**config.mk**
```make
export PLATFORM = sky130hd
export DESIGN_NAME = sev_seg_reader
export DESIGN_NICKNAME = d
export VERILOG_FILES = /design/src/rtl/sev_seg_reader.sv
export SDC_FILE = /design/constraint.sdc
export NUM_CORES = 1
export LEC_CHECK = 0
export ABC_CLOCK_PERIOD_IN_PS = 2300
export CAP_MARGIN = 20
export CORE_MARGIN = 5
export CORE_UTILIZATION = 45
export CTS_CLUSTER_SIZE = 30
export DETAILED_ROUTE_END_ITERATION = 16
export GPL_TIMING_DRIVEN = 0
export PLACE_DENSITY = 0.7
export SLEW_MARGIN = 20
export SYNTH_ARGS = -nofsm -noshare
export SYNTH_HDL_FRONTEND = slang
export SYNTH_SLANG_ARGS = --single-unit
```
**constraint.sdc**
```tcl
create_clock -name clk -period 2.3 [get_ports clk]
set_input_delay 0.46 -clock clk [delete_from_list [all_inputs] [get_ports clk]]
set_output_delay 0.46 -clock clk [all_outputs]
set_load 0.005 [all_outputs]
```
**src/rtl/sev_seg_reader.sv**
```systemverilog
`default_nettype none
// -----------------------------------------------------------------------------
// sev_seg_reader : samples a multiplexed 4-digit seven-segment bus, decodes
// stable digits and assembles them into 16-bit frames.          Rev 1.0
// -----------------------------------------------------------------------------
module sev_seg_reader #(
   parameter int STABLE_CYCLES  = 4,
   parameter bit SEG_ACTIVE_LOW = 1'b0
) (
   input  logic        clk,
   input  logic        rst,
   input  logic [6:0]  seg_in,
   input  logic [3:0]  an_in,
   output logic [15:0] value,
   output logic        frame_valid,
   output logic        frame_err,
   output logic [3:0]  digit_mask
);

   localparam logic [7:0] RUN_MAX  = 8'(STABLE_CYCLES);
   localparam logic [7:0] RUN_LAST = 8'(STABLE_CYCLES - 1);

   typedef enum logic [1:0] {
      IDLE   = 2'd0,
      COUNT  = 2'd1,
      LOCKED = 2'd2
   } state_t;

   state_t      state;
   state_t      state_next;
   logic [6:0]  seg;
   logic [3:0]  an;
   logic [10:0] s_reg;
   logic [7:0]  run;
   logic        one_hot;
   logic        match;
   logic        accept;
   logic        complete;
   logic [15:0] digits;
   logic [3:0]  bad;
   logic [3:0]  dec_nibble;
   logic        dec_legal;

   assign seg      = SEG_ACTIVE_LOW ? ~seg_in : seg_in;
   assign an       = SEG_ACTIVE_LOW ? ~an_in  : an_in;
   assign one_hot  = (an != 4'h0) && ((an & (an - 4'h1)) == 4'h0);
   assign match    = one_hot && ({seg, an} == s_reg);
   assign complete = (digit_mask == 4'hF);

   always_comb begin
      dec_nibble = 4'h0;
      dec_legal  = 1'b1;
      case (seg)
         7'h3F:   dec_nibble = 4'h0;
         7'h06:   dec_nibble = 4'h1;
         7'h5B:   dec_nibble = 4'h2;
         7'h4F:   dec_nibble = 4'h3;
         7'h66:   dec_nibble = 4'h4;
         7'h6D:   dec_nibble = 4'h5;
         7'h7D:   dec_nibble = 4'h6;
         7'h07:   dec_nibble = 4'h7;
         7'h7F:   dec_nibble = 4'h8;
         7'h6F:   dec_nibble = 4'h9;
         7'h77:   dec_nibble = 4'hA;
         7'h7C:   dec_nibble = 4'hB;
         7'h39:   dec_nibble = 4'hC;
         7'h5E:   dec_nibble = 4'hD;
         7'h79:   dec_nibble = 4'hE;
         7'h71:   dec_nibble = 4'hF;
         default: dec_legal  = 1'b0;
      endcase
   end

   always_ff @(posedge clk) begin
      if (rst) begin
         state <= IDLE;
         s_reg <= 11'h0;
         run   <= 8'h0;
      end else begin
         state <= state_next;
         s_reg <= {seg, an};
         if (match) begin
            run <= (run == RUN_MAX) ? run : run + 8'd1;
         end else begin
            run <= one_hot ? 8'd1 : 8'd0;
         end
      end
   end

   // The digit is taken on the edge that completes STABLE_CYCLES identical samples.
   always_comb begin
      state_next = state;
      accept     = 1'b0;
      case (state)
         IDLE: begin
            if (one_hot) state_next = COUNT;
         end
         COUNT: begin
            if (match) begin
               if (run == RUN_LAST) begin
                  accept     = 1'b1;
                  state_next = LOCKED;
               end
            end else begin
               state_next = one_hot ? COUNT : IDLE;
            end
         end
         LOCKED: begin
            if (!match) state_next = one_hot ? COUNT : IDLE;
         end
         default: state_next = IDLE;
      endcase
   end

   always_ff @(posedge clk) begin
      if (rst) begin
         value       <= 16'h0;
         frame_valid <= 1'b0;
         frame_err   <= 1'b0;
         digit_mask  <= 4'h0;
         digits      <= 16'h0;
         bad         <= 4'h0;
      end else begin
         frame_valid <= 1'b0;
         if (complete) begin
            value       <= digits;
            frame_err   <= |bad;
            frame_valid <= 1'b1;
         end
         // An accept coinciding with completion starts the next frame.
         for (int i = 0; i < 4; i++) begin
            if (accept && an[i]) begin
               digits[4*i +: 4] <= dec_legal ? dec_nibble : 4'h0;
               bad[i]           <= ~dec_legal;
               digit_mask[i]    <= 1'b1;
            end else if (complete) begin
               bad[i]        <= 1'b0;
               digit_mask[i] <= 1'b0;
            end
         end
      end
   end

endmodule
`default_nettype wire
```
======== Word-level counts from Yosys, hierarchy flattened ========
Index checks and enable logic that the tools add are counted.
word-level totals
  bits in registers ....................... 63
  ROM bits ................................ 0
  logic and storage cells ................. 89
  input bits .............................. 13
  RAM bits ................................ 0
  latch bits .............................. 0
  memories kept ........................... 0
cells by class
  bitwise logic cells ..................... 2
  reductions and logical operators ........ 16
  $mul .................................... 0
  order comparisons ....................... 0
  equality and inequality tests ........... 26
  muxes and demuxes ....................... 25
  add/subtract/negate cells ............... 2
  div/mod/pow operators ................... 0
  shift-type cells ........................ 0
operator list
  kind                   count
  $eq A7 B7 Y1 const B   12
  $pmux W4 S15           1
  $mux W1                16
  $mux W8                2
  $reduce_or A16 Y1      1
  $eq A7 B3 Y1 const B   2
  $eq A7 B6 Y1 const B   2
  $eq A11 B11 Y1         1
  $add A8 B1 Y8 const B  1
  $eq A8 B2 Y1 const B   1
  $eq A8 B3 Y1 const B   1
  $mux W2                4
  $reduce_bool A2 Y1     4
  $logic_and A1 B1 Y1    6
  $ne A2 B2 Y1 const B   3
  $pmux W2 S3            1
  $and A4 B4 Y4          1
  $eq A4 B4 Y1 const B   1
  $logic_not A4 Y1       1
  $mux W4                1
  $reduce_bool A4 Y1     1
  $reduce_or A4 Y1       1
  $sub A4 B1 Y4 const B  1
  $ne A3 B3 Y1 const B   1
  5 further kinds        5

======== Depth between registers and ports, before layout ========
Gate-level depths: netlist of the first run.
  depth after elaboration ................. 9
  gate-level depth with buffers ........... 7

======== Worst setup path after synthesis of the first run ========
OpenSTA, ideal clock, no wires.
  path type ............................... input to register
  start point ............................. input port seg_in[3]
  end point ............................... register bad[3]
  data arrival time ....................... 1687 ps
  setup time .............................. 72 ps
  cell stages on the path ................. 6
  setup slack ............................. 541 ps
  cells stage by stage .................... buf_6 -> o211ai_1 -> o21ai_1 -> a41o_1 -> or4_4 -> mux2i_1
between the ends
  longest elaborated chain between the ends .. 6
ends and longest elaborated chain
  element                                               RTL line  text
  from (decl)                                           12        input logic [6:0] seg_in,
  $eq A11 B11 Y1                                        47        assign match = one_hot && ({seg, an} == s_reg);
  $logic_and A1 B1 Y1                                   47
  $mux W1                                               99        if (match) begin
  $mux W1                                               94        case (state)
  $logic_and A1 B1 Y1                                   132       if (accept && an[i]) begin
  $mux W1 / $reduce_bool A2 Y1 (equally long branches)  -
  to (signal, indexed assignment)                       134       bad[i] <= ~dec_legal;
  to (decl)                                             40        logic [3:0] bad;
Several ways; a longest one is shown, not always the timed one.
A chain may end at the register's enable or synchronous reset.

======== Final worst setup path of the first run ========
  start point ............................. input port seg_in[2]
  end point ............................... register bad[3]
The elaborated chain is that of the path after synthesis.

==> results of run 1 <==
==> stage by stage <==
stage               hold WS [ns]  cell area [sq um]  utilization (%)  worst slack, ns
global placement           0.446               3290             51.9          -0.0830
global route               0.425               3490             55.0            0.173
CTS                        0.422               3490             55.0            0.265
finish                     0.436               3490             55.0            0.220
floorplan                  0.431               2930                -            0.541
detailed placement         0.446               3290             51.9           -0.105
==> synthesized netlist by cell type, types with 3 or more instances <==
library cell,count
o21a_1,3
nor2b_1,11
o21ai_0,4
nand3b_1,3
nor2_1,17
nand2_1,45
clkbuf_1,10
dfxtp_1,63
nand2b_1,18
o32ai_1,3
nor3b_1,4
nand4_1,8
nand3_1,13
buf_2,9
a21oi_1,26
mux2i_1,20
xor2_1,5
o21ai_1,3
inv_1,4
xnor2_1,15
nor4b_1,3
==> layer usage <==
layer | up-vias | part of all wire [%]
met3 | 9 | 3.0
met4 | 0 | 1.3
met1 | 1107 | 47
met5 | - | 0
li1 | 1197 | -
met2 | 36 | 49
==> worst min-delay path by stage <==
stage               from        to  slack, ns  depth (start not counted)
2_1_floorplan  digits[3]  value[3]       0.43                          2
3_5_place_dp    value[3]  value[3]       0.45                          2
3_3_place_gp    value[9]  value[9]       0.45                          2
6_report       seg_in[4]  s_reg[8]       0.44                          2
5_1_grt        seg_in[4]  s_reg[8]       0.42                          2
4_1_cts        seg_in[4]  s_reg[8]       0.42                          2
==> cell type report <==
class / count / area (sq um) / area share [%]
sequential: 63 / 1260 / 36.1
inverter: 6 / 22.5 / 0.645
timing repair buffer: 27 / 270 / 7.74
buffer: 23 / 120 / 3.44
clock buffer: 9 / 124 / 3.55
clock inverter: 7 / 73.8 / 2.11
tap: 77 / 96.3 / 2.76
multi-input combinational: 233 / 1520 / 43.6
==> kinds of logic (layout without fill, tap and decap cells) <==
group,count (synthesis),after routing
AND/OR/NAND/NOR,142,142
flip-flops,63,63
AO/OA/AOI/OAI,49,49
buffers and inverters,29,72
XOR/XNOR,20,20
multiplexers,20,20
adder cells (fa/ha/maj),2,2
==> power breakdown <==
part	leakage [nW]	switching, mW	internal (mW)
logic	0.694	0.0862	0.0683
clock network	0.0992	0.441	0.501
registers	0.511	0.00627	1.10
total	1.30	0.534	1.67
==> impl_metrics.json, run 1 <==
{
  "outcome": "finished clean",
  "grt_pass1_wl_um": 10500,
  "synthArstFlopShare_pct": 0,
  "wl_per_cell_um": 13.9,
  "grtUsageTotal_pct": 15.6,
  "hold_buffers": 0,
  "drive_gt1_share_pct": 11.4,
  "crit_path_start_kind": "primary input",
  "ant_nets": 0,
  "clock_path_buffers": 2,
  "path_cells": "clkdlybuf4s50_1, nand4bb_1, o32ai_1, a41o_1, or4_4, mux2i_1",
  "use_met1_pct": 19.5,
  "path_depth": 6,
  "drt_iter0_drc": 116,
  "final_common_cell": "dfxtp_1",
  "viasPerCell": 5.28,
  "hold_class": "in -> reg",
  "diodes": 0,
  "maxSlewHeadroom_pct": 63.6,
  "synth_seq_cells": 63,
  "place.gp.congestion": 0.797,
  "netlist_top_cells_area": "dfxtp_1 43%, mux2i_1 6.8%, nand2_1 5.8%",
  "r2r_start": "run[0]",
  "post_cts_buffers": 0,
  "die_y_um": 90.6,
  "ys_types": 50,
  "reg2reg_slack_ns": 0.41,
  "critical_path.max_stage_delay_ns": 0.57,
  "syn_inst": 325,
  "synth_edf_count": 0,
  "grt_pass1_vias": 2261,
  "area_delta_synth_final_pct": 19.3,
  "overflow": 0,
  "period_share_pct": 90.4,
  "dp_hpwl_um": 4520,
  "post_synth.cell_area_avg_sq_um": 9.00,
  "max_freq_mhz": 481,
  "core_area_sq_um": 6350,
  "cp_max_fo": 5,
  "drcViolationCount": 0,
  "synth_top_cell_area_share_pct": 43.1,
  "crit_type": "in -> reg",
  "first_pass_iters": 4,
  "cts_made_buffers": 9,
  "final_cell_mix": "63 x dfxtp_1, 45 x nand2_1, 27 x clkdlybuf4s50_1, 26 x a21oi_1, 20 x mux2i_1",
  "clkLatencyLatePin_ns": 0.34,
  "ys_seq_area_share_pct": 43.1,
  "synth_compound_gate_area_share_pct": 9.96,
  "n_fill_cell": 594,
  "start_util_pct": 46.1,
  "startpoint": "seg_in[2]",
  "ys_warn_count": 0,
  "synthXorXnorAreaFrac_pct": 5.99,
  "end_kind": "flip-flop",
  "finalSetupViolations": 0,
  "dp_cells": 429,
  "ios": 35,
  "use_met2_pct": 25.5,
  "finalSetupTns_ns": 0,
  "antenna_found_initial": 0,
  "grt_max_degree": 13,
  "finalNonFillerCells": 445,
  "rows": 29,
  "tightest_slew_ns": 0.546,
  "path_buf_inv": 1,
  "nets": 378,
  "worst-endpoint-arrival_ns": 2.34,
  "cts-root-buf": "clkbuf_8",
  "grtUsageMet3_pct": 3.92,
  "syn-num-nets": 340,
  "path_delay_family": "simple AND/OR/NAND/NOR gates",
  "grt_busiest_layer": "met2",
  "r2r_cells": 6,
  "synth-simple-area-share_pct": 28.4,
  "synth_largest_area_cell": "dfxtp_1",
  "floorplan.die.width_um": 90.6,
  "maxSlewViolCount": 0,
  "p_leak_nw": 1.30,
  "cp_slowest_cell": "or4_4",
  "netlist_area_sq_um": 2930,
  "layout_min_cycle_time_ns": 2.08,
  "rsz0062_at_grt": "no",
  "regToRegEndpoint": "digits[14]",
  "wirelength_um": 6180,
  "cp-endpoint": "bad[3]",
  "finalPower_mw": 2.21,
  "synth-main-ff-cell": "dfxtp_1",
  "cp.required_ns": 2.56,
  "tritoncts": "built",
  "synth_top_family_by_area": "simple AND/OR/NAND/NOR gates",
  "clock-sinks": 63,
  "cellPowerDensity_nw_per_um2": 632,
  "clock-skew-final_ns": 0.0100,
  "cts_resized": 0,
  "dieArea_sq_um": 8220,
  "synth_mux_area_share_pct": 6.84,
  "clk_pin_slew_ns": 0.07,
  "portBuffers": 27,
  "via_count": 2349,
  "synth_fa_ha_area_share_pct": 0.855,
  "irDropWorstVdd_mv": 0.467,
  "maxCapViolations": 0,
  "htreeDepth": 3,
  "finalHoldViolations": 0
}
Power figures use the tool's default switching activity.
==> inputs of run 2 (changes only) <==
--- a/config.mk
+++ b/config.mk
@@ -13,6 +13,7 @@
 export DETAILED_ROUTE_END_ITERATION = 16
 export GPL_TIMING_DRIVEN = 0
 export PLACE_DENSITY = 0.7
+export REMOVE_ABC_BUFFERS = 1
 export SLEW_MARGIN = 20
 export SYNTH_ARGS = -nofsm -noshare
 export SYNTH_HDL_FRONTEND = slang
==> impl_metrics.json, run 2 (synthesis results as in run 1) <==
{
  "outcome": "finished clean",
  "finalHoldViolations": 0,
  "clk_pin_slew_ns": 0.07,
  "place.gp.congestion": 0.784,
  "p_leak_nw": 1.36,
  "first_pass_iters": 4,
  "drcViolationCount": 0,
  "hold_buffers": 0,
  "floorplan.die.width_um": 90.6,
  "r2r_start": "run[0]",
  "grt_pass1_vias": 2204,
  "crit_type": "in -> reg",
  "diodes": 0,
  "dieArea_sq_um": 8220,
  "finalNonFillerCells": 433,
  "overflow": 0,
  "drt_iter0_drc": 51,
  "rsz0062_at_grt": "no",
  "die_y_um": 90.6,
  "final_cell_mix": "63 x dfxtp_1, 45 x nand2_1, 28 x clkdlybuf4s50_1, 26 x a21oi_1, 20 x mux2i_1",
  "cp.required_ns": 2.56,
  "via_count": 2314,
  "worst-endpoint-arrival_ns": 2.43,
  "cellPowerDensity_nw_per_um2": 653,
  "cts_made_buffers": 9,
  "hold_class": "in -> reg",
  "area_delta_synth_final_pct": 20.2,
  "layout_min_cycle_time_ns": 2.17,
  "maxSlewViolCount": 0,
  "wl_per_cell_um": 13.7,
  "hold_slack_ns": 0.431,
  "nets": 367,
  "clock_path_buffers": 2,
  "critical_path.max_stage_delay_ns": 0.73,
  "viasPerCell": 5.34,
  "start_util_pct": 46.1,
  "rows": 29,
  "met1_length_um": 2640,
  "htreeDepth": 3,
  "maxCapViolations": 0,
  "clock-sinks": 63,
  "irDropWorstVdd_mv": 0.567,
  "grtUsageTotal_pct": 15.2,
  "clkLatencyLatePin_ns": 0.34,
  "hold_path_end": "value[1]",
  "hold_path_depth": 2,
  "period_share_pct": 94.3,
  "reg2reg_slack_ns": 0.39,
  "finalSetupViolations": 0,
  "ant_nets": 0,
  "wirelength_um": 5940,
  "cp_max_fo": 13,
  "tritoncts": "built",
  "dp_hpwl_um": 4030,
  "tightest_slew_ns": 0.928,
  "n_fill_cell": 591,
  "end_kind": "flip-flop",
  "grt_pass1_wl_um": 10200,
  "cts-root-buf": "clkbuf_8",
  "path_cells": "clkdlybuf4s50_1, nand3b_1, o32ai_1, a41o_1, or4_4, mux2i_1",
  "path_buf_inv": 1,
  "multi_input_area_sq_um": 1530,
  "path_delay_family": "buffers and inverters",
  "finalSetupTns_ns": 0,
  "crit_path_start_kind": "primary input",
  "max_freq_mhz": 461,
  "wl_met2_um": 2940,
  "cp_slowest_cell": "clkdlybuf4s50_1",
  "final_common_cell": "dfxtp_1",
  "regToRegEndpoint": "bad[3]",
  "grt_max_degree": 45,
  "dp_cells": 414,
  "core_area_sq_um": 6350,
  "dr_wl_met3_um": 274,
  "clock-skew-final_ns": 0.00845,
  "maxSlewHeadroom_pct": 38.0,
  "holdCritStartpoint": "rst",
  "top_layer_used": "met4",
  "ff_latch_area_sq_um": 1260,
  "r2r_cells": 6,
  "ios": 35,
  "drive_gt1_share_pct": 9.27,
  "portBuffers": 34,
  "antenna_found_initial": 0
}
[run 2: layout make-up]
type / count / share of cell area [%]
clock inverter: 4 / 1.99
clock buffer: 11 / 4.02
sequential: 63 / 35.8
multi-input combinational: 233 / 43.5
inverter: 6 / 0.640
tap: 77 / 2.74
timing repair buffer: 39 / 11.3
[run 2: per-stage QoR]
step                worst slack (ns)  area, sq um  util [%]  power (mW)
CTS                           0.0547         3510      55.2        2.32
floorplan                      0.346         2810         -        1.21
detailed placement            -0.880         3260      51.3        1.28
global route                  0.0327         3520      55.4        2.39
global placement              -0.859         3240      51.1        1.28
finish                         0.130         3520      55.4        2.30
[run 2: per-layer routing]
metal	global-route usage, %	up-vias
met5	0	-
met4	4.59	0
met3	6.58	9
met2	25.5	47
met1	17.3	1085
li1	-	1173
[run 2: repair_timing]
item / in CTS / in global routing
resized for setup: 1 / 5
pin swaps: 1 / 0
setup endpoints to repair: 33 / 28
setup buffers: 4 / 0
[run 2: power by group]
part	leakage (nW)	switching, mW	total [mW]	internal, mW
logic	0.741	0.0823	0.151	0.0683
registers	0.511	0.00645	1.11	1.10
clock network	0.109	0.407	1.04	0.630
[run 2: worst reg2reg max path: cells and delay by family, from the launching register on]
family,cells,cell delay (ns)
DFF,1,0.41
and+or+nand+nor,4,0.94
muxes,1,0.19
adders and majority gates,1,0.25
[run 2: worst max-delay path by stage]
stage / cells after the start / from / endpoint / slack [ns]
floorplan: 5 / seg_in[1] / digits[14] / 0.35
global placement: 6 / seg_in[6] / digits[14] / -0.86
detailed placement: 6 / seg_in[6] / bad[3] / -0.88
CTS: 7 / seg_in[3] / digits[2] / 0.05
global route: 6 / seg_in[0] / bad[2] / 0.03
finish: 6 / seg_in[0] / bad[3] / 0.13
==> inputs of run 3 (changes only) <==
--- a/config.mk
+++ b/config.mk
@@ -12,9 +12,8 @@
 export CTS_CLUSTER_SIZE = 30
 export DETAILED_ROUTE_END_ITERATION = 16
 export GPL_TIMING_DRIVEN = 0
-export PLACE_DENSITY = 0.7
+export PLACE_DENSITY = 0.79
 export REMOVE_ABC_BUFFERS = 1
-export SLEW_MARGIN = 20
 export SYNTH_ARGS = -nofsm -noshare
 export SYNTH_HDL_FRONTEND = slang
 export SYNTH_SLANG_ARGS = --single-unit
==> impl_metrics.json, run 3 (synthesis results as in run 1) <==
{
  "outcome": "finished clean",
  "irDropWorstVdd_mv": 0.693,
  "cp.required_ns": 2.56,
  "final_cell_mix": "63 x dfxtp_1, 45 x nand2_1, 29 x clkdlybuf4s50_1, 26 x a21oi_1, 20 x mux2i_1",
  "crit_path_start_kind": "primary input",
  "portBuffers": 34,
  "p_sw_uw": 529,
  "max_freq_mhz": 451,
  "die_y_um": 90.6,
  "start_util_pct": 46.1,
  "floorplan.die.width_um": 90.6,
  "wl_per_cell_um": 13.8,
  "clkLatencyLatePin_ns": 0.34,
  "hold_slack_ns": 0.450,
  "first_pass_iters": 4,
  "pwr-share-comb_pct": 6.3,
  "period_share_pct": 96.4,
  "p_clk_share_pct": 46.3,
  "p_int_mw": 1.81,
  "wl_met2_um": 2950,
  "diodes": 0,
  "clock-skew-final_ns": 0.00913,
  "hold_class": "reg -> reg",
  "finalSetupViolations": 0,
  "viasPerCell": 5.23,
  "layout_min_cycle_time_ns": 2.22,
  "clock-sinks": 63,
  "worst-endpoint-arrival_ns": 2.48,
  "multi_input_area_sq_um": 1530,
  "area_delta_synth_final_pct": 20.3,
  "tritoncts": "built",
  "overflow": 0,
  "dieArea_sq_um": 8220,
  "cts_made_buffers": 9,
  "grt_pass1_wl_um": 10200,
  "final_common_cell": "dfxtp_1",
  "place.gp.congestion": 0.760,
  "cts-root-buf": "clkbuf_8",
  "reg2reg_slack_ns": 0.37,
  "maxCapViolations": 0,
  "dp_hpwl_um": 4060,
  "end_kind": "flip-flop",
  "core_area_sq_um": 6350,
  "dr_wl_met3_um": 259,
  "finalHoldViolations": 0,
  "drcViolationCount": 0,
  "tightest_slew_ns": 0.906,
  "grtUsageTotal_pct": 15.2,
  "sw_frac_of_total_pct": 22.6,
  "crit_type": "in -> reg",
  "clk_pin_slew_ns": 0.07,
  "cp_max_fo": 13,
  "ff_latch_area_sq_um": 1260,
  "wirelength_um": 5960,
  "finalNonFillerCells": 433,
  "htreeDepth": 3,
  "clock_path_buffers": 2,
  "ant_nets": 0,
  "drt_iter0_drc": 109,
  "rows": 29,
  "grt_pass1_vias": 2196,
  "maxSlewViolCount": 0,
  "n_fill_cell": 556,
  "met1_length_um": 2670,
  "seqPwrFrac_pct": 47.4,
  "p_leak_nw": 1.34,
  "nets": 366,
  "ios": 35,
  "grt_max_degree": 56,
  "antenna_found_initial": 0,
  "maxSlewHeadroom_pct": 39.4,
  "rsz0062_at_grt": "no",
  "via_count": 2264,
  "drive_gt1_share_pct": 9.83,
  "dp_cells": 413,
  "cellPowerDensity_nw_per_um2": 665,
  "top_layer_used": "met4"
}
[run 3: critical path: stages]
cell	delay (ns)
clkdlybuf4s50_1	0.76
nand2b_1	0.21
o32ai_1	0.10
a41o_1	0.25
or4_4	0.55
mux2i_1	0.14
[run 3: per-layer routing]
layer | GRT usage (%) | up-vias
li1 | - | 1170
met3 | 5.67 | 7
met2 | 24.2 | 42
met5 | 0 | -
met4 | 5.83 | 0
met1 | 18.6 | 1045
[run 3: stage by stage]
stage / setup slack [ns] / total power [mW] / area, sq um / setup TNS, ns / util (%)
3_3_place_gp: -0.838 / 1.28 / 3240 / -25.58 / 51.1
4_1_cts: 0.0618 / 2.37 / 3500 / 0 / 55.2
2_1_floorplan: 0.346 / 1.21 / 2810 / 0 / -
3_5_place_dp: -0.946 / 1.28 / 3240 / -24.45 / 51.0
6_report: 0.0832 / 2.34 / 3520 / 0 / 55.4
5_1_grt: 0.0262 / 2.44 / 3520 / 0 / 55.4
[run 3: repair_timing]
item | CTS | global route
buffers inserted | 4 | 0
endpoints found under the setup margin | 33 | 25
pin swaps | 1 | 0
cloned | 0 | 0
hold buffers | 0 | 0
gates resized for setup | 1 | 5
[run 3: layout make-up]
type	instances	area share, %
Clock buffer	10	3.91
Clock inverter	6	2.63
Inverter	6	0.640
Multi-Input combinational cell	233	43.6
Sequential cell	63	35.8
Tap cell	77	2.74
Timing Repair Buffer	38	10.7
[run 3: power by group through the flow]
stage | sequential [mW] | combinational, mW | clock [mW]
floorplan | 1.13 | 0.0751 | 0
global placement | 1.13 | 0.143 | 0
detailed placement | 1.13 | 0.145 | 0
CTS | 1.11 | 0.147 | 1.11
global route | 1.11 | 0.162 | 1.17
finish | 1.11 | 0.147 | 1.08
[run 3: worst paths after layout]
kind | start | to | cells after the start
max reg2reg | run[0] | digits[14] | 6
min | digits[12] | value[12] | 2
max | seg_in[5] | bad[3] | 6
min reg2reg | digits[12] | value[12] | 2
